File: src/rtl/noc_pkg.sv
`default_nettype none
// ============================================================================
//  Module      : noc_pkg
//  Description : Shared NoC router definitions. Flit codes, virtual-channel
//                state encodings and credit/VC sizing used across the router.
//  Revision    : 1.0 - initial release
// ============================================================================
package noc_pkg;

    localparam int FLIT_SIZE  = 32;
    localparam int HEADER_LEN = 2;

    // Flit type carried in the flit header
    typedef enum logic [1:0] {
        FLIT_HEAD   = 2'd0,
        FLIT_BODY   = 2'd1,
        FLIT_TAIL   = 2'd2,
        FLIT_SINGLE = 2'd3
    } flit_type_e;

    // Input virtual-channel state
    typedef enum logic [2:0] {
        VC_IDLE                = 3'd0,
        VC_ROUTING             = 3'd1,
        VC_WAITING_FOR_OVC     = 3'd2,
        VC_ACTIVE              = 3'd3,
        VC_WAITING_FOR_CREDITS = 3'd4
    } vc_state_e;

    // Credit and output-VC sizing; CREDIT_MAX must stay below 2**CREDIT_W
    localparam int CREDIT_W   = 3;
    localparam int CREDIT_MAX = 4;
    localparam int OVC_IDX_W  = 2;

    // True for flits that close a packet and therefore free their output VC
    function automatic logic is_last_flit(input flit_type_e t);
        return (t == FLIT_TAIL) || (t == FLIT_SINGLE);
    endfunction

endpackage
`default_nettype wire

File: src/rtl/rr_arbiter.sv
`default_nettype none
// ============================================================================
//  Module      : rr_arbiter
//  Description : Round-robin arbiter. Combinational one-hot grant searched
//                from a rotating pointer; pointer moves past the winner only
//                when the grant is accepted.
//  Revision    : 1.0 - initial release
// ============================================================================
module rr_arbiter
    import noc_pkg::*;
#(
    parameter  int N     = 4,
    localparam int IDX_W = $clog2(N)
) (
    input  logic         clk,
    input  logic         rst,
    input  logic [N-1:0] i_req,
    input  logic         i_accept,
    output logic [N-1:0] o_grant,
    output logic         o_valid
);

    logic [IDX_W-1:0] r_ptr;
    logic [IDX_W-1:0] w_idx;
    logic [IDX_W-1:0] w_lo_idx;
    logic [IDX_W-1:0] w_hi_idx;
    logic [IDX_W-1:0] w_next_ptr;
    logic             w_lo_hit;
    logic             w_hi_hit;

    // Winner is the lowest request at/after the pointer, else the lowest overall (wrap)
    always_comb begin
        w_lo_hit = 1'b0;
        w_hi_hit = 1'b0;
        w_lo_idx = '0;
        w_hi_idx = '0;
        for (int c = N - 1; c >= 0; c--) begin
            if (i_req[c]) begin
                w_lo_hit = 1'b1;
                w_lo_idx = IDX_W'(c);
                if (IDX_W'(c) >= r_ptr) begin
                    w_hi_hit = 1'b1;
                    w_hi_idx = IDX_W'(c);
                end
            end
        end
    end

    assign w_idx      = w_hi_hit ? w_hi_idx : w_lo_idx;
    assign o_valid    = w_lo_hit;
    assign o_grant    = w_lo_hit ? (N'(1) << w_idx) : '0;
    assign w_next_ptr = (w_idx == IDX_W'(N - 1)) ? '0 : w_idx + IDX_W'(1);

    // Advance the pointer past the winner on an accepted grant
    always_ff @(posedge clk) begin
        if (rst) begin
            r_ptr <= '0;
        end else if (i_accept && o_valid) begin
            r_ptr <= w_next_ptr;
        end
    end

endmodule
`default_nettype wire

File: src/rtl/ovc_credit_alloc.sv
`default_nettype none
// ============================================================================
//  Module      : ovc_credit_alloc
//  Description : Per-output-port VC allocator and credit tracker. Grants one
//                free output VC per cycle round-robin over waiting input VCs,
//                tracks one credit counter per output VC, frees a VC when
//                its packet's last flit leaves, flags protocol errors.
//  Revision    : 1.0 - initial release
// ============================================================================
module ovc_credit_alloc
    import noc_pkg::*;
#(
    parameter  int NUM_IVC    = 4,
    parameter  int NUM_OVC    = 4,
    parameter  int CREDIT_MAX = noc_pkg::CREDIT_MAX,
    parameter  int CREDIT_W   = noc_pkg::CREDIT_W,
    localparam int c_ovc_w    = $clog2(NUM_OVC)
) (
    input  logic                         clk,
    input  logic                         rst,
    input  logic [NUM_IVC-1:0]           req,
    output logic [NUM_IVC-1:0]           grant,
    output logic [c_ovc_w-1:0]           grant_ovc,
    input  logic                         sent_valid,
    input  logic [c_ovc_w-1:0]           sent_ovc,
    input  logic                         sent_tail,
    input  logic                         cred_valid,
    input  logic [c_ovc_w-1:0]           cred_ovc,
    output logic [NUM_OVC*CREDIT_W-1:0]  credit,
    output logic [NUM_OVC-1:0]           ovc_busy,
    output logic                         err
);

    logic [NUM_IVC-1:0] r_grant;
    logic [c_ovc_w-1:0] r_grant_ovc;
    logic [NUM_OVC-1:0] r_ovc_busy;
    logic               r_err;

    logic [NUM_IVC-1:0] w_eligible;
    logic [NUM_IVC-1:0] w_arb_grant;
    logic               w_arb_valid;
    logic               w_free_any;
    logic [c_ovc_w-1:0] w_free_idx;
    logic               w_alloc;
    logic [NUM_OVC-1:0] w_alloc_mask;
    logic [NUM_OVC-1:0] w_rel_mask;
    logic               w_sent_idle;
    logic [NUM_OVC-1:0] w_cred_err;

    // A requester being granted this cycle is masked so it cannot win twice
    assign w_eligible = req & ~r_grant;

    rr_arbiter #(
        .N (NUM_IVC)
    ) u_rr_arbiter (
        .clk      (clk),
        .rst      (rst),
        .i_req    (w_eligible),
        .i_accept (w_free_any),
        .o_grant  (w_arb_grant),
        .o_valid  (w_arb_valid)
    );

    // Lowest-index free output VC
    always_comb begin
        w_free_any = 1'b0;
        w_free_idx = '0;
        for (int k = NUM_OVC - 1; k >= 0; k--) begin
            if (!r_ovc_busy[k]) begin
                w_free_any = 1'b1;
                w_free_idx = c_ovc_w'(k);
            end
        end
    end

    assign w_alloc      = w_free_any && w_arb_valid;
    assign w_alloc_mask = w_alloc ? (NUM_OVC'(1) << w_free_idx) : '0;
    assign w_rel_mask   = (sent_valid && sent_tail) ? (NUM_OVC'(1) << sent_ovc) : '0;
    // Any departure on an unallocated VC (including a release) is a protocol error
    assign w_sent_idle  = sent_valid && !r_ovc_busy[sent_ovc];

    // Allocation, release and sticky error state. A released VC is busy at
    // this edge, so it can never be the one being allocated.
    always_ff @(posedge clk) begin
        if (rst) begin
            r_grant     <= '0;
            r_grant_ovc <= '0;
            r_ovc_busy  <= '0;
            r_err       <= 1'b0;
        end else begin
            r_grant     <= w_alloc ? w_arb_grant : '0;
            r_grant_ovc <= w_alloc ? w_free_idx  : '0;
            r_ovc_busy  <= (r_ovc_busy & ~w_rel_mask) | w_alloc_mask;
            if (w_sent_idle || (|w_cred_err)) begin
                r_err <= 1'b1;
            end
        end
    end

    for (genvar k = 0; k < NUM_OVC; k++) begin : g_credit
        logic [CREDIT_W-1:0] r_cnt;
        logic                w_dec;
        logic                w_inc;
        logic                w_at_zero;
        logic                w_at_max;

        assign w_dec     = sent_valid && (sent_ovc == c_ovc_w'(k));
        assign w_inc     = cred_valid && (cred_ovc == c_ovc_w'(k));
        assign w_at_zero = (r_cnt == '0);
        assign w_at_max  = (r_cnt == CREDIT_W'(CREDIT_MAX));
        assign w_cred_err[k] = (w_dec && !w_inc && w_at_zero) ||
                               (w_inc && !w_dec && w_at_max);

        // Saturating credit counter; simultaneous send and return cancel out
        always_ff @(posedge clk) begin
            if (rst) begin
                r_cnt <= CREDIT_W'(CREDIT_MAX);
            end else if (w_dec && !w_inc && !w_at_zero) begin
                r_cnt <= r_cnt - CREDIT_W'(1);
            end else if (w_inc && !w_dec && !w_at_max) begin
                r_cnt <= r_cnt + CREDIT_W'(1);
            end
        end

        assign credit[k*CREDIT_W +: CREDIT_W] = r_cnt;
    end

    assign grant     = r_grant;
    assign grant_ovc = r_grant_ovc;
    assign ovc_busy  = r_ovc_busy;
    assign err       = r_err;

endmodule
`default_nettype wire

File: config.mk
export PLATFORM = sky130hd
export DESIGN_NAME = ovc_credit_alloc
export DESIGN_NICKNAME = d
export VERILOG_FILES = /design/src/rtl/noc_pkg.sv /design/src/rtl/rr_arbiter.sv /design/src/rtl/ovc_credit_alloc.sv
export SDC_FILE = /design/constraint.sdc
export NUM_CORES = 1
export LEC_CHECK = 0
export BUFFER_PORTS_ARGS = -buffer_cell sky130_fd_sc_hd__buf_2
export CORE_MARGIN = 2
export CORE_UTILIZATION = 36
export CTS_BUF_LIST = sky130_fd_sc_hd__clkbuf_4 sky130_fd_sc_hd__clkbuf_8 sky130_fd_sc_hd__clkbuf_16
export DETAILED_ROUTE_END_ITERATION = 6
export REMOVE_ABC_BUFFERS = 1
export SLEW_MARGIN = 15
export SYNTH_ARGS = -nofsm -noshare
export SYNTH_HDL_FRONTEND = slang
export SYNTH_HIERARCHICAL = 1
export SYNTH_SLANG_ARGS = --single-unit
File: constraint.sdc
create_clock -name clk -period 2.6 [get_ports clk]
set_input_delay 0.65 -clock clk [delete_from_list [all_inputs] [get_ports clk]]
set_output_delay 0.65 -clock clk [all_outputs]
set_load 0.05 [all_outputs]
==> run metrics <==
status complete, no violations; vias in the first global route 1397; Max-Slew Margin vs Limit 0.628; Slew @ Worst Pin 0.557 ns; final worst path period need 2.48 ns; Avg WL per Cell 13.1 µm; Mapped Avg Cell Area 8.99 µm²; initial antenna violation count 0; Worst Setup Start Kind primary input; TNS Setup 0 ns; Peak supply drop 0.000283 V; setup repair after global routing missed its margin false; Vias 1557; Max Root-Sink Buffers 2; Lkg Pwr 0.000841 µW; Die Ht 72.2 µm; post-synthesis register bit count 25; Distinct cells, synth 51; Mapped Cells 186; Clock Sinks 25; Area growth syn-to-layout 21.9%; Die ar. 5210 µm²; H-Tree Depth 1; CTS Root Cell clkbuf_8; Placer Congestion 0.818; Top-Level Pins 36; crit path capture type register; most frequent cells in the layout buf_2, dfxtp_1, buf_4, nor2b_1, inv_1; Row Count 24; Synth Warn # 6; ys async rst share 0; gr usage total 0.149; clk_skew 0.00696 ns; Post-DP HPWL 2810 µm; Mapped Area 1670 µm²; period utilisation layout 0.954; I/O Buffers 35; pre-CTS setup slack -0.157 ns; Post-CTS Hold Buffers 0; Setup Viol. Count Final 0; worst hold margin 0.553 ns; Skew-Pair Late Insertion Delay 0.27 ns; layout cell share with drive strength beyond 1 0.278; pwr dens 568 nW/µm²; largest net degree at the start of global routing 22; most common cell after layout, fill and taps aside buf_2; drt first pass iters 4; share of the synthesized area in the top cell type 0.299; Num CTS Buffers 3; max-cap violations 0; core outline area 4410 µm²; Post-synth EDFFs 0; CTS tree done; largest fanout on the critical path 2; gr ovfl total 0; crit path kind primary input to register; worst hold path type register to register; Reg clk slew, reported paths 0.09 ns; Die W 72.2 µm; top post-synthesis cells by area dfxtp_1, nor2b_1, fa_1, xnor2_1, ha_1; setup ws final 0.120 ns; first-pass GRT wire length 6350 µm; post-synth top area cell dfxtp_1; Setup Fix Bufs, Post-CTS 0; # nets final 256; Critical Path AT 2.63 ns; Max Freq 403 MHz; sequential share of the synthesized area 0.299; diode count 0; total wire length 3740 µm; ANT nets after route 0; top_reg_cell synth dfxtp_1; final hold vios 0; DRC viols 0; initial drt markers 80; Starting Density 0.379; Final Max Slew Viols 0; via/cell ratio 5.44; required time worst endpoint 2.75 ns; cells resized by post-CTS repair 0
registers in the layout, indices dropped and copies added, names as in the netlist:
signal	cells
err	1
g_credit.r_cnt	12
grant	4
grant_ovc	2
ovc_busy	4
u_rr_arbiter/r_ptr	2
per-stage QoR:
stage | total power [µW] | utilization | area (µm²) | cells
2_1_floorplan | 801 | - | 1630 | 179
3_3_place_gp | 921 | 0.451 | 1990 | 282
3_5_place_dp | 925 | 0.451 | 1990 | 282
4_1_cts | 1180 | 0.462 | 2040 | 286
5_1_grt | 1250 | 0.462 | 2040 | 286
6_report | 1160 | 0.462 | 2040 | 286
worst paths after layout:
check | startpoint | to | cells after the start | slack, ns
hold / removal | ovc_busy[2] | ovc_busy[2] | 2 | 0.55
setup reg to reg | g_credit[1].r_cnt[0] | g_credit[1].r_cnt[2] | 5 | 0.40
setup / recovery | sent_ovc[1] | g_credit[1].r_cnt[2] | 7 | 0.12
hold reg to reg | ovc_busy[2] | ovc_busy[2] | 2 | 0.55
cell usage after synthesis, types with 5 or more instances:
library cell / n
nor2_1: 6
inv_1: 13
dfxtp_1: 25
xnor2_1: 8
nor2b_1: 15
o211ai_1: 6
and2_1: 5
nor3_1: 6
or2_2: 5
and3_1: 5
a21oi_1: 5
o21ai_0: 10
critical path, stage by stage:
cell and delay [ns]:
buf_2 0.10, and3b_1 0.22, o311ai_0 0.15, fa_1 0.41, or4_1 0.53, and3_1 0.19, or4_1 0.38
kinds of logic after synthesis:
kind of cell | share of synthesized area
mux | 0.0217
flops | 0.299
fa+ha+maj | 0.0778
simple gates | 0.250
xor+xnor | 0.0471
buf+inv | 0.0546
compound gates | 0.250
power by group:
group / internal, µW / total (µW) / switching (µW) / leakage (µW)
Sequential: 428 / 470 / 42.7 / 0.000205
Combinational: 168 / 441 / 273 / 0.000609
Clock: 120 / 247 / 127 / 0.0000262
Total: 716 / 1160 / 442 / 0.000841
layer usage:
metal	up-vias	track usage	routed length (µm)
met2	32	0.238	1670
li1	797	-	-
met5	-	0	0
met4	0	0.0314	20
met1	726	0.206	1880
met3	2	0.0347	160
final cells by class:
class | count | area, µm²
fillers | 448 | 2370
multi-input cells | 141 | 1080
flip-flops and latches | 25 | 500
repair buffers | 51 | 295
well taps | 52 | 65.1
clock buffers | 4 | 48.8
inverters | 13 | 48.8
No activity file was read; power rests on OpenSTA's default activity.
